[src/rtl/tlb_miss_ctrl_if.sv]
// Bus bundle between the translation-miss controller and its environment:
// requesters, response consumer, flush source, L1 TLB, STLB and page walker.
// master = controller side, slave = environment side.
interface tlb_miss_ctrl_if #(
    parameter int NREQ = 2
);
    localparam int IDW = (NREQ > 1) ? $clog2(NREQ) : 1;

    logic [NREQ-1:0]       req_valid;
    logic [NREQ-1:0][63:0] req_va;
    logic [NREQ-1:0][11:0] req_pcid;
    logic [NREQ-1:0]       req_ready;

    logic                  resp_valid;
    logic [IDW-1:0]        resp_id;
    logic [63:0]           resp_pa;
    logic                  resp_fault;
    logic                  resp_ready;

    logic                  flush_req;
    logic                  flush_done;

    logic [63:0]           tlb_va;
    logic [11:0]           tlb_pcid;
    logic [63:0]           tlb_pa;
    logic                  tlb_insert;
    logic                  tlb_shutdown;
    logic                  tlb_hit;
    logic                  tlb_miss;
    logic [63:0]           tlb_o_addr;

    logic                  stlb_validate;
    logic                  stlb_insert;
    logic                  stlb_shutdown;
    logic                  stlb_hit;
    logic                  stlb_miss;
    logic [63:0]           stlb_o_addr;

    logic                  walk_req;
    logic [63:0]           walk_va;
    logic [11:0]           walk_pcid;
    logic                  walk_ack;
    logic [63:0]           walk_pa;
    logic                  walk_fault;

    modport master (
        input  req_valid, req_va, req_pcid, resp_ready, flush_req,
               tlb_hit, tlb_miss, tlb_o_addr, stlb_hit, stlb_miss, stlb_o_addr,
               walk_ack, walk_pa, walk_fault,
        output req_ready, resp_valid, resp_id, resp_pa, resp_fault, flush_done,
               tlb_va, tlb_pcid, tlb_pa, tlb_insert, tlb_shutdown,
               stlb_validate, stlb_insert, stlb_shutdown,
               walk_req, walk_va, walk_pcid
    );

    modport slave (
        output req_valid, req_va, req_pcid, resp_ready, flush_req,
               tlb_hit, tlb_miss, tlb_o_addr, stlb_hit, stlb_miss, stlb_o_addr,
               walk_ack, walk_pa, walk_fault,
        input  req_ready, resp_valid, resp_id, resp_pa, resp_fault, flush_done,
               tlb_va, tlb_pcid, tlb_pa, tlb_insert, tlb_shutdown,
               stlb_validate, stlb_insert, stlb_shutdown,
               walk_req, walk_va, walk_pcid
    );
endinterface

[src/rtl/tlb_miss_ctrl.sv]
// Translation-miss controller: round-robin arbitration over NREQ requesters,
// then L1 lookup -> STLB lookup -> page walk, refilling the lower levels on a
// miss, plus TLB flush sequencing. One request in flight at a time.
// Optional: define TLBC_WALK_TIMEOUT_EN to abort walks after WALK_TIMEOUT cycles.
module tlb_miss_ctrl #(
    parameter int NREQ         = 2,
    parameter int WALK_TIMEOUT = 255
) (
    input  logic            clk,
    input  logic            shutdown_n,
    tlb_miss_ctrl_if.master bus
);
    localparam int IDW = (NREQ > 1) ? $clog2(NREQ) : 1;

    typedef enum logic [2:0] {
        S_IDLE, S_L1, S_L2, S_WALK, S_REFILL, S_RESP, S_FLUSH
    } state_t;

    state_t         state_q, state_d;
    logic [IDW-1:0] ptr_q, ptr_d;
    logic [IDW-1:0] id_q, id_d;
    logic [63:0]    va_q, va_d;
    logic [11:0]    pcid_q, pcid_d;
    logic [63:0]    pa_q, pa_d;
    logic           fault_q, fault_d;
    logic           from_walk_q, from_walk_d;  // refill must also go to the STLB
    logic           fpend_q, fpend_d;
    logic           gnt_found;
    logic [IDW-1:0] gnt_idx;
    logic [NREQ-1:0] gnt_oh;
`ifdef TLBC_WALK_TIMEOUT_EN
    logic [15:0]    wcnt_q, wcnt_d;
`endif

    // Round-robin search: first valid requester at or after the pointer.
    always_comb begin
        logic [IDW-1:0] cand;
        gnt_found = 1'b0;
        gnt_idx   = '0;
        cand      = '0;
        for (int k = 0; k < NREQ; k++) begin
            cand = IDW'((int'(ptr_q) + k) % NREQ);
            if (!gnt_found && bus.req_valid[cand]) begin
                gnt_found = 1'b1;
                gnt_idx   = cand;
            end
        end
    end

    // Next-state and datapath capture for the request sequencer.
    always_comb begin
        state_d     = state_q;
        ptr_d       = ptr_q;
        id_d        = id_q;
        va_d        = va_q;
        pcid_d      = pcid_q;
        pa_d        = pa_q;
        fault_d     = fault_q;
        from_walk_d = from_walk_q;
        fpend_d     = fpend_q;
        gnt_oh      = '0;
`ifdef TLBC_WALK_TIMEOUT_EN
        wcnt_d      = wcnt_q;
`endif
        // A flush arriving mid-request waits for the request to retire.
        if (bus.flush_req && state_q != S_IDLE && state_q != S_FLUSH)
            fpend_d = 1'b1;

        unique case (state_q)
            S_IDLE: begin
                if (fpend_q || bus.flush_req) begin
                    state_d = S_FLUSH;
                end else if (gnt_found) begin
                    gnt_oh[gnt_idx] = 1'b1;
                    id_d        = gnt_idx;
                    va_d        = bus.req_va[gnt_idx];
                    pcid_d      = bus.req_pcid[gnt_idx];
                    fault_d     = 1'b0;
                    from_walk_d = 1'b0;
                    ptr_d       = (int'(gnt_idx) == NREQ - 1) ? '0 : gnt_idx + 1'b1;
                    state_d     = S_L1;
                end
            end
            S_L1: begin
                // hit wins if both are reported
                if (bus.tlb_hit) begin
                    pa_d    = bus.tlb_o_addr;
                    state_d = S_RESP;
                end else if (bus.tlb_miss) begin
                    state_d = S_L2;
                end
            end
            S_L2: begin
                if (bus.stlb_hit) begin
                    pa_d    = bus.stlb_o_addr;
                    state_d = S_REFILL;
                end else if (bus.stlb_miss) begin
`ifdef TLBC_WALK_TIMEOUT_EN
                    wcnt_d  = '0;
`endif
                    state_d = S_WALK;
                end
            end
            S_WALK: begin
                if (bus.walk_ack) begin
                    if (bus.walk_fault) begin
                        pa_d    = '0;
                        fault_d = 1'b1;
                        state_d = S_RESP;
                    end else begin
                        pa_d        = bus.walk_pa;
                        from_walk_d = 1'b1;
                        state_d     = S_REFILL;
                    end
                end
`ifdef TLBC_WALK_TIMEOUT_EN
                // the counter reaches WALK_TIMEOUT at the end of this cycle
                else if (wcnt_q == 16'(WALK_TIMEOUT - 1)) begin
                    pa_d    = '0;
                    fault_d = 1'b1;
                    state_d = S_RESP;
                end else begin
                    wcnt_d = wcnt_q + 16'd1;
                end
`endif
            end
            S_REFILL: state_d = S_RESP;
            S_RESP: begin
                if (bus.resp_ready)
                    state_d = S_IDLE;
            end
            S_FLUSH: begin
                fpend_d = 1'b0;
                state_d = S_IDLE;
            end
            default: state_d = S_IDLE;
        endcase
    end

    // State and captured-request registers; reset abandons any walk at once.
    always_ff @(posedge clk or negedge shutdown_n) begin
        if (!shutdown_n) begin
            state_q     <= S_IDLE;
            ptr_q       <= '0;
            id_q        <= '0;
            va_q        <= '0;
            pcid_q      <= '0;
            pa_q        <= '0;
            fault_q     <= 1'b0;
            from_walk_q <= 1'b0;
            fpend_q     <= 1'b0;
`ifdef TLBC_WALK_TIMEOUT_EN
            wcnt_q      <= '0;
`endif
        end else begin
            state_q     <= state_d;
            ptr_q       <= ptr_d;
            id_q        <= id_d;
            va_q        <= va_d;
            pcid_q      <= pcid_d;
            pa_q        <= pa_d;
            fault_q     <= fault_d;
            from_walk_q <= from_walk_d;
            fpend_q     <= fpend_d;
`ifdef TLBC_WALK_TIMEOUT_EN
            wcnt_q      <= wcnt_d;
`endif
        end
    end

    // Grant is combinational from IDLE; force it low while reset is held.
    assign bus.req_ready     = gnt_oh & {NREQ{shutdown_n}};
    assign bus.resp_valid    = (state_q == S_RESP);
    assign bus.resp_id       = id_q;
    assign bus.resp_pa       = pa_q;
    assign bus.resp_fault    = fault_q;
    assign bus.tlb_va        = va_q;
    assign bus.tlb_pcid      = pcid_q;
    assign bus.tlb_pa        = pa_q;
    assign bus.tlb_insert    = (state_q == S_REFILL);
    assign bus.stlb_insert   = (state_q == S_REFILL) && from_walk_q;
    assign bus.stlb_validate = (state_q == S_L2);
    assign bus.walk_req      = (state_q == S_WALK);
    assign bus.walk_va       = va_q;
    assign bus.walk_pcid     = pcid_q;
    assign bus.tlb_shutdown  = (state_q == S_FLUSH);
    assign bus.stlb_shutdown = (state_q == S_FLUSH);
    assign bus.flush_done    = (state_q == S_FLUSH);
endmodule

[src/flat_wrapper.sv]
// flat-port wrapper written by rule: the top's interface ports become plain ports
module tlb_miss_ctrl_flat 
#(
    parameter int NREQ         = 2,
    parameter int WALK_TIMEOUT = 255
)
  (clk, shutdown_n, bus_req_valid, bus_req_va, bus_req_pcid, bus_resp_ready, bus_flush_req, bus_tlb_hit, bus_tlb_miss, bus_tlb_o_addr, bus_stlb_hit, bus_stlb_miss, bus_stlb_o_addr, bus_walk_ack, bus_walk_pa, bus_walk_fault, bus_req_ready, bus_resp_valid, bus_resp_id, bus_resp_pa, bus_resp_fault, bus_flush_done, bus_tlb_va, bus_tlb_pcid, bus_tlb_pa, bus_tlb_insert, bus_tlb_shutdown, bus_stlb_validate, bus_stlb_insert, bus_stlb_shutdown, bus_walk_req, bus_walk_va, bus_walk_pcid);
  tlb_miss_ctrl_if #(.NREQ(NREQ)) bus_i ();
  input  logic clk;
  input  logic shutdown_n;
  input wire logic [$bits(bus_i.req_valid)-1:0] bus_req_valid;
  input wire logic [$bits(bus_i.req_va)-1:0] bus_req_va;
  input wire logic [$bits(bus_i.req_pcid)-1:0] bus_req_pcid;
  input wire logic [$bits(bus_i.resp_ready)-1:0] bus_resp_ready;
  input wire logic [$bits(bus_i.flush_req)-1:0] bus_flush_req;
  input wire logic [$bits(bus_i.tlb_hit)-1:0] bus_tlb_hit;
  input wire logic [$bits(bus_i.tlb_miss)-1:0] bus_tlb_miss;
  input wire logic [$bits(bus_i.tlb_o_addr)-1:0] bus_tlb_o_addr;
  input wire logic [$bits(bus_i.stlb_hit)-1:0] bus_stlb_hit;
  input wire logic [$bits(bus_i.stlb_miss)-1:0] bus_stlb_miss;
  input wire logic [$bits(bus_i.stlb_o_addr)-1:0] bus_stlb_o_addr;
  input wire logic [$bits(bus_i.walk_ack)-1:0] bus_walk_ack;
  input wire logic [$bits(bus_i.walk_pa)-1:0] bus_walk_pa;
  input wire logic [$bits(bus_i.walk_fault)-1:0] bus_walk_fault;
  output wire logic [$bits(bus_i.req_ready)-1:0] bus_req_ready;
  output wire logic [$bits(bus_i.resp_valid)-1:0] bus_resp_valid;
  output wire logic [$bits(bus_i.resp_id)-1:0] bus_resp_id;
  output wire logic [$bits(bus_i.resp_pa)-1:0] bus_resp_pa;
  output wire logic [$bits(bus_i.resp_fault)-1:0] bus_resp_fault;
  output wire logic [$bits(bus_i.flush_done)-1:0] bus_flush_done;
  output wire logic [$bits(bus_i.tlb_va)-1:0] bus_tlb_va;
  output wire logic [$bits(bus_i.tlb_pcid)-1:0] bus_tlb_pcid;
  output wire logic [$bits(bus_i.tlb_pa)-1:0] bus_tlb_pa;
  output wire logic [$bits(bus_i.tlb_insert)-1:0] bus_tlb_insert;
  output wire logic [$bits(bus_i.tlb_shutdown)-1:0] bus_tlb_shutdown;
  output wire logic [$bits(bus_i.stlb_validate)-1:0] bus_stlb_validate;
  output wire logic [$bits(bus_i.stlb_insert)-1:0] bus_stlb_insert;
  output wire logic [$bits(bus_i.stlb_shutdown)-1:0] bus_stlb_shutdown;
  output wire logic [$bits(bus_i.walk_req)-1:0] bus_walk_req;
  output wire logic [$bits(bus_i.walk_va)-1:0] bus_walk_va;
  output wire logic [$bits(bus_i.walk_pcid)-1:0] bus_walk_pcid;
  assign bus_i.req_valid = bus_req_valid;
  assign bus_i.req_va = bus_req_va;
  assign bus_i.req_pcid = bus_req_pcid;
  assign bus_i.resp_ready = bus_resp_ready;
  assign bus_i.flush_req = bus_flush_req;
  assign bus_i.tlb_hit = bus_tlb_hit;
  assign bus_i.tlb_miss = bus_tlb_miss;
  assign bus_i.tlb_o_addr = bus_tlb_o_addr;
  assign bus_i.stlb_hit = bus_stlb_hit;
  assign bus_i.stlb_miss = bus_stlb_miss;
  assign bus_i.stlb_o_addr = bus_stlb_o_addr;
  assign bus_i.walk_ack = bus_walk_ack;
  assign bus_i.walk_pa = bus_walk_pa;
  assign bus_i.walk_fault = bus_walk_fault;
  assign bus_req_ready = bus_i.req_ready;
  assign bus_resp_valid = bus_i.resp_valid;
  assign bus_resp_id = bus_i.resp_id;
  assign bus_resp_pa = bus_i.resp_pa;
  assign bus_resp_fault = bus_i.resp_fault;
  assign bus_flush_done = bus_i.flush_done;
  assign bus_tlb_va = bus_i.tlb_va;
  assign bus_tlb_pcid = bus_i.tlb_pcid;
  assign bus_tlb_pa = bus_i.tlb_pa;
  assign bus_tlb_insert = bus_i.tlb_insert;
  assign bus_tlb_shutdown = bus_i.tlb_shutdown;
  assign bus_stlb_validate = bus_i.stlb_validate;
  assign bus_stlb_insert = bus_i.stlb_insert;
  assign bus_stlb_shutdown = bus_i.stlb_shutdown;
  assign bus_walk_req = bus_i.walk_req;
  assign bus_walk_va = bus_i.walk_va;
  assign bus_walk_pcid = bus_i.walk_pcid;
  tlb_miss_ctrl #(.NREQ(NREQ), .WALK_TIMEOUT(WALK_TIMEOUT)) u_core (.clk(clk), .shutdown_n(shutdown_n), .bus(bus_i));
endmodule
[config.mk]
export PLATFORM = sky130hd
export DESIGN_NAME = tlb_miss_ctrl_flat
export DESIGN_NICKNAME = d
export VERILOG_FILES = /design/src/rtl/tlb_miss_ctrl_if.sv /design/src/rtl/tlb_miss_ctrl.sv /design/src/flat_wrapper.sv
export SDC_FILE = /design/constraint.sdc
export NUM_CORES = 1
export LEC_CHECK = 0
export ABC_CLOCK_PERIOD_IN_PS = 3750
export CORE_AREA = 2 2 255 257
export DETAILED_ROUTE_END_ITERATION = 6
export DIE_AREA = 0 0 257 259
export GPL_TIMING_DRIVEN = 0
export MAX_ROUTING_LAYER = met4
export PLACE_DENSITY_LB_ADDON = 0.1
export SLEW_MARGIN = 10
export SYNTH_ARGS = -nofsm -noshare
export SYNTH_HDL_FRONTEND = slang
export SYNTH_SLANG_ARGS = --single-unit
[constraint.sdc]
create_clock -name clk -period 3.75 [get_ports clk]
set_input_delay 0.375 -clock clk [delete_from_list [all_inputs] [get_ports clk]]
set_output_delay 0.375 -clock clk [all_outputs]
set_load 0.05 [all_outputs]
Yosys cells after proc, flatten, opt, wreduce, memory -nomap -nowiden
Index checks and enable logic that the tools add are counted.
{"block": "word_totals", "reg_bits": 148, "inputBits": 356, "output_inout_bits": 292, "wordCells": 95}
{"block": "classes", "n_addsub": 2, "magnitude_cmp": 4, "eq_ne": 18, "n_mux": 43, "bitwise_logic": 2, "n_reduce_logical": 17}
{"cell": "2-to-1 mux 64 bit", "count": 6}
{"cell": "case mux 64 bit (3 select lines)", "count": 1}
{"cell": "2-to-1 mux 12 bit", "count": 2}
{"cell": "2-to-1 mux 3 bit", "count": 8}
{"cell": "2-to-1 mux 1 bit", "count": 19}
{"cell": "case mux 3 bit (6 select lines)", "count": 1}
{"cell": "AND reduction 5 bit", "count": 3}
{"cell": "inequality test 2 bit, second input constant", "count": 7}
{"cell": "== test 3 bit, second input constant", "count": 3}
{"cell": "inequality test 3 bit, second input constant", "count": 3}
{"cell": "== test 3 x 2 -> 1 bit, second input constant", "count": 2}
{"cell": "< comparator 1 x 2 -> 1 bit, second input constant", "count": 3}
{"cell": "2-to-1 mux 2 bit", "count": 3}
{"cell": "nonzero test 3 bit", "count": 2}
{"cell": "logical AND 1 bit", "count": 5}
{"cell": "case mux 1 bit (2 select lines)", "count": 2}
{"cell": "AND reduction 4 bit", "count": 1}
{"cell": "nonzero test 2 bit", "count": 2}
{"cell": "== test 3 x 1 -> 1 bit, second input constant", "count": 1}
{"cell": "zero test 3 bit", "count": 1}
{"cell": "inequality test 3 x 1 -> 1 bit, second input constant", "count": 1}
{"cell": "AND reduction 3 bit", "count": 1}
{"cell": "adder 1 bit, second input constant", "count": 2}
{"cell": "bitwise AND 2 bit", "count": 1}
{"cell": "other kinds (6)", "count": 6}

Depth between registers and ports, before layout
Gate-level depths: netlist of run 1.
{"block": "logic_depth", "depth_word": 14, "depth_mapped": 8, "ltp_nobuf": 4}

Worst setup path after synthesis of run 1
No wires, ideal clock.
{"block": "synth_timing", "kind": "register -> output", "start": "reg u_core.state_q[1]", "end": "out bus_stlb_shutdown", "arrival_ns": 1.724, "required_ns": 3.375, "path_slack_ns": 1.651, "stages_incl_launch_ff": 5, "n_path_buf": 2, "cell_sequence": "dfrtp_1 -> buf_2 -> nand2_1 -> nor2_1 -> buf_4"}
{"block": "synth_via", "elab_chain_cells": 1}
{"item": "from (decl)", "line_no": "tlb_miss_ctrl.sv:19", "rtl": "state_t state_q, state_d;"}
{"item": "from (signal assigned)", "line_no": "tlb_miss_ctrl.sv:156", "rtl": "state_q <= state_d;"}
{"item": "== test 3 bit"}
{"item": "to (decl)", "line_no": "flat_wrapper.sv:38", "rtl": "output wire logic [$bits(bus_i.stlb_shutdown)-1:0] bus_stlb_shutdown;"}
Every way passes these cells.

Worst setup path in the final report of run 1
{"block": "layout_timing", "start": "in bus_req_valid[0]", "end": "out bus_req_ready[0]"}
{"block": "layout_via", "elab_chain_cells": 14, "elab_cells_between_ends": 19, "cone_classes": "order compare (2); mux (13); bitwise (1); reduce/logical (3)"}
{"item": "from (decl)", "line_no": "flat_wrapper.sv:11", "rtl": "input wire logic [$bits(bus_i.req_valid)-1:0] bus_req_valid;"}
{"item": "2-to-1 mux 1 bit (not written as such) (2 in a row)", "line_no": "tlb_miss_ctrl.sv:43", "rtl": "if (!gnt_found && bus.req_valid[cand]) begin"}
{"item": "2-to-1 mux 1 bit", "line_no": "tlb_miss_ctrl.sv:43"}
{"item": "zero test 1 bit", "line_no": "tlb_miss_ctrl.sv:43"}
{"item": "logical AND 1 bit", "line_no": "tlb_miss_ctrl.sv:43"}
{"item": "2-to-1 mux 1 bit", "line_no": "tlb_miss_ctrl.sv:43"}
{"item": "< comparator 1 x 2 -> 1 bit (not written as such) / >= comparator 1 bit (equally long branches)", "line_no": "tlb_miss_ctrl.sv:74", "rtl": "gnt_oh[gnt_idx] = 1'b1;"}
{"item": "logical AND 1 bit (not written as such)", "line_no": "tlb_miss_ctrl.sv:74"}
{"item": "2-to-1 mux 1 bit (not written as such)", "line_no": "tlb_miss_ctrl.sv:74"}
{"item": "demux 1 bit (select 1 bit)"}
{"item": "2-to-1 mux 2 bit *", "line_no": "tlb_miss_ctrl.sv:73", "rtl": "end else if (gnt_found) begin"}
{"item": "2-to-1 mux 2 bit *", "line_no": "tlb_miss_ctrl.sv:71", "rtl": "if (fpend_q || bus.flush_req) begin"}
{"item": "2-to-1 mux 2 bit *", "line_no": "tlb_miss_ctrl.sv:69", "rtl": "unique case (state_q)"}
{"item": "bitwise AND 2 bit *", "line_no": "tlb_miss_ctrl.sv:172", "rtl": "assign bus.req_ready = gnt_oh & {NREQ{shutdown_n}};"}
{"item": "to (decl)", "line_no": "flat_wrapper.sv:25", "rtl": "output wire logic [$bits(bus_i.req_ready)-1:0] bus_req_ready;"}
Every way passes the cells marked *; elsewhere a longest branch is shown, timed or not. The select of a mux whose other input is x is not followed.

==> results of run 1 <==
## area by class of cell
class                           instances  area, µm²
Clock buffer                           18        429
Antenna cell                            5       12.5
Timing Repair Buffer                  649       6520
Clock inverter                         13        134
Tap cell                              855       1070
Buffer                                207       1360
Multi-Input combinational cell        465       3500
Sequential cell                       148       3700
Fill cell                            6801      47100
Inverter                                5       18.8
## flip-flops by register name, summed over array words and instances, names as in the netlist
| signal | cells |
|---|---|
| u_core.ptr_q | 1 |
| u_core.bus.tlb_pcid | 12 |
| u_core.bus.tlb_va | 64 |
| u_core.state_q | 3 |
| u_core.from_walk_q | 1 |
| u_core.bus.resp_fault | 1 |
| u_core.bus.resp_pa | 64 |
| u_core.fpend_q | 1 |
| u_core.bus.resp_id | 1 |
## cell usage after synthesis (2+ instances only)
master,number,area share [%]
buf_4,148,13
dfrtp_1,148,43
a22oi_1,119,10
mux2_2,107,14
nand2_1,67,2.9
o21ai_0,67,3.9
o2bb2ai_1,55,5.6
clkbuf_1,33,1.4
buf_2,18,1.1
buf_1,9,0.39
nor2_1,9,0.39
a21oi_1,6,0.35
and2_1,4,0.29
inv_1,4,0.17
a22o_1,3,0.31
and3_1,3,0.22
nand2b_1,3,0.22
or3_1,3,0.22
nor2b_1,2,0.15
## power by group
part | leakage, µW | internal [µW] | switching, µW
combinational | 0.00459 | 4260 | 6810
clock | 0.000272 | 972 | 794
sequential | 0.00185 | 2300 | 743
total | 0.00672 | 7530 | 8350
## metal layers
| layer | up-vias | routed length [µm] | GRT usage, % |
|---|---|---|---|
| li1 | 4222 | - | - |
| met1 | 4237 | 18400 | 15.2 |
| met2 | 398 | 25400 | 26.4 |
| met3 | 18 | 3790 | 5.27 |
| met4 | 0 | 370 | 2.71 |
| met5 | - | 0 | - |
## cells by family (layout without fill, tap and decap cells)
group / count (synthesis) / in the layout
compound gates: 260 / 260
buf+inv: 213 / 892
flops: 148 / 148
mux: 109 / 109
other cells: 0 / 5
simple gates: 96 / 96
## final timing paths
| kind | endpoint | slack [ns] | cells after the start |
|---|---|---|---|
| worst min-delay path | u_core.bus.tlb_va[5] | 0.44 | 2 |
| max in group asynchronous | u_core.from_walk_q | 2.41 | 3 |
| worst max register to register | u_core.state_q[0] | 1.52 | 7 |
| worst min register to register | u_core.ptr_q | 0.51 | 1 |
| min in group clk | u_core.ptr_q | 0.51 | 1 |
| worst max-delay path | bus_req_ready[0] | 0.25 | 6 |
## per-stage QoR
stage	worst slack (ns)	std cells	cell area [µm²]
floorplan	1.65	826	8580
global placement	-5.21	2328	16100
detailed placement	-0.0120	2329	16200
CTS	0.169	2360	16700
global route	0.115	2365	16700
finish	0.249	2365	16700
## what timing repair did
item	4_1_cts	5_1_grt
hold endpoints to repair	75	0
hold buffers	1	0
endpoints found under the setup margin	2	0
resized for setup	1	0
==> metrics.csv, run 1 <==
metric;value;unit
irDropWorstVdd;608;µV
cts_post_setup_buffers_inserted;0;
async_flop_share;100;%
grt_start_max_net_pins;79;
synth_top_family_by_area;compound AO/OA/AOI/OAI gates;
post_synth_instance_area;0.00858;mm²
setup_tns;0;ns
gp_congestion;0.824;
critical_path_required;3.38;ns
num_rows;93;
max_clock_freq;0.286;GHz
worstReg2RegStart;u_core.state_q[2];
synth_warnings;0;
rsz0062_at_grt;false;
path_cells;clkdlybuf4s50_1, a21boi_0, buf_2, buf_1, and3_1, clkdlybuf4s50_1;
floorplan.io_pins;648;
global_route_wire_length_before_repair;68300;µm
start_kind;input port;
total_power;15900;µW
dpl.hpwl;39500;µm
synth.yosys.seq_area_share;43.2;%
ys_types;37;
pwr_density_cell;949;mW/mm²
finish.utilization;26.2;%
antenna_left;0;
path_clk_slew;0.07;ns
synthFlopType;dfrtp_1;
design.core.area;0.0639;mm²
holdWs;0.442;ns
drc_errors;0;
worst_path_maximum_fanout;10;
most_frequent_cells_in_the_layout;clkdlybuf4s50_1, buf_4, dfrtp_1, a22oi_1, mux2_2;
clock-root-buffer;clkbuf_16;
min_path_type;in -> async;
hold_viol_final;0;
via_per_inst;3.75;
total_die_area;0.0666;mm²
maxSlewViolCount;0;
syn2layout_area_growth;95.1;%
worst_slew_pin_slew;0.744;ns
cts_sinks;148;
simple_gate_portion_of_the_synthesized_area;4.83;%
detail_route.first_pass.iterations;4;
globalRoute.totalOverflow;0;
port_buffers;647;
cts_htree_levels;4;
grt_antenna_before_repair;5;
setup_viol;0;
finClkSkew;0.0144;ns
detailedRoute.firstIterationViolations;293;
path_buf_inv;4;
chipHeight;259;µm
slowest_stage;clkdlybuf4s50_1;
kind_of_critical_path;in -> out;
cpPeakStageDelay;0.85;ns
syn_inst;826;
min_period_over_period;93.4;%
run_status;complete, no violations;
number_of_global_route_vias_before_repair;9668;
combined_global_route_utilization_of_all_metal_layers;14.6;%
crit_path_start;bus_req_valid[0];
leakage;0.00672;µW
cts_tree;built;
max-clock-path-buffers;2;
routed-via-count;8875;
slew-limit-headroom;50.4;%
synth.area.mux_share;14.3;%
critPathCaptureType;primary output;
post-route-min-period;3.50;ns
wl_per_cell;20.3;µm
final_common_cell;clkdlybuf4s50_1;
initial_core_util;13.4;%
max-cap-violations;0;
synth_nets;1182;
arrival;3.13;ns
clk_latency;0.48;ns
yosys_register_bits;148;
complex_gate_fraction_of_the_synthesized_area;21.6;%
synth_xor_xnor_area_share;0;%
cp_top_family;buffers and inverters;
post_synth.cell_area_avg;10.4;µm²
drt_wl_total;47900;µm
critPathMostFrequentCell;clkdlybuf4s50_1;
synth-edff-count;0;
final_nets;1849;
cts_inserted_buffers;17;
fraction_of_final_layout_cells_sized_beyond_drive_strength_1;20.7;%
adder_and_majority_gate_portion_of_the_synthesized_area;0;%
die_x;257;µm
(Power assumes the default switching activity.)
==> run 2: changes to the inputs <==
SETUP_SLACK_MARGIN = 0.1   (was not set)
==> results of run 2 <==
No change in the layout: final DEF, timing and power equal those of run 1.
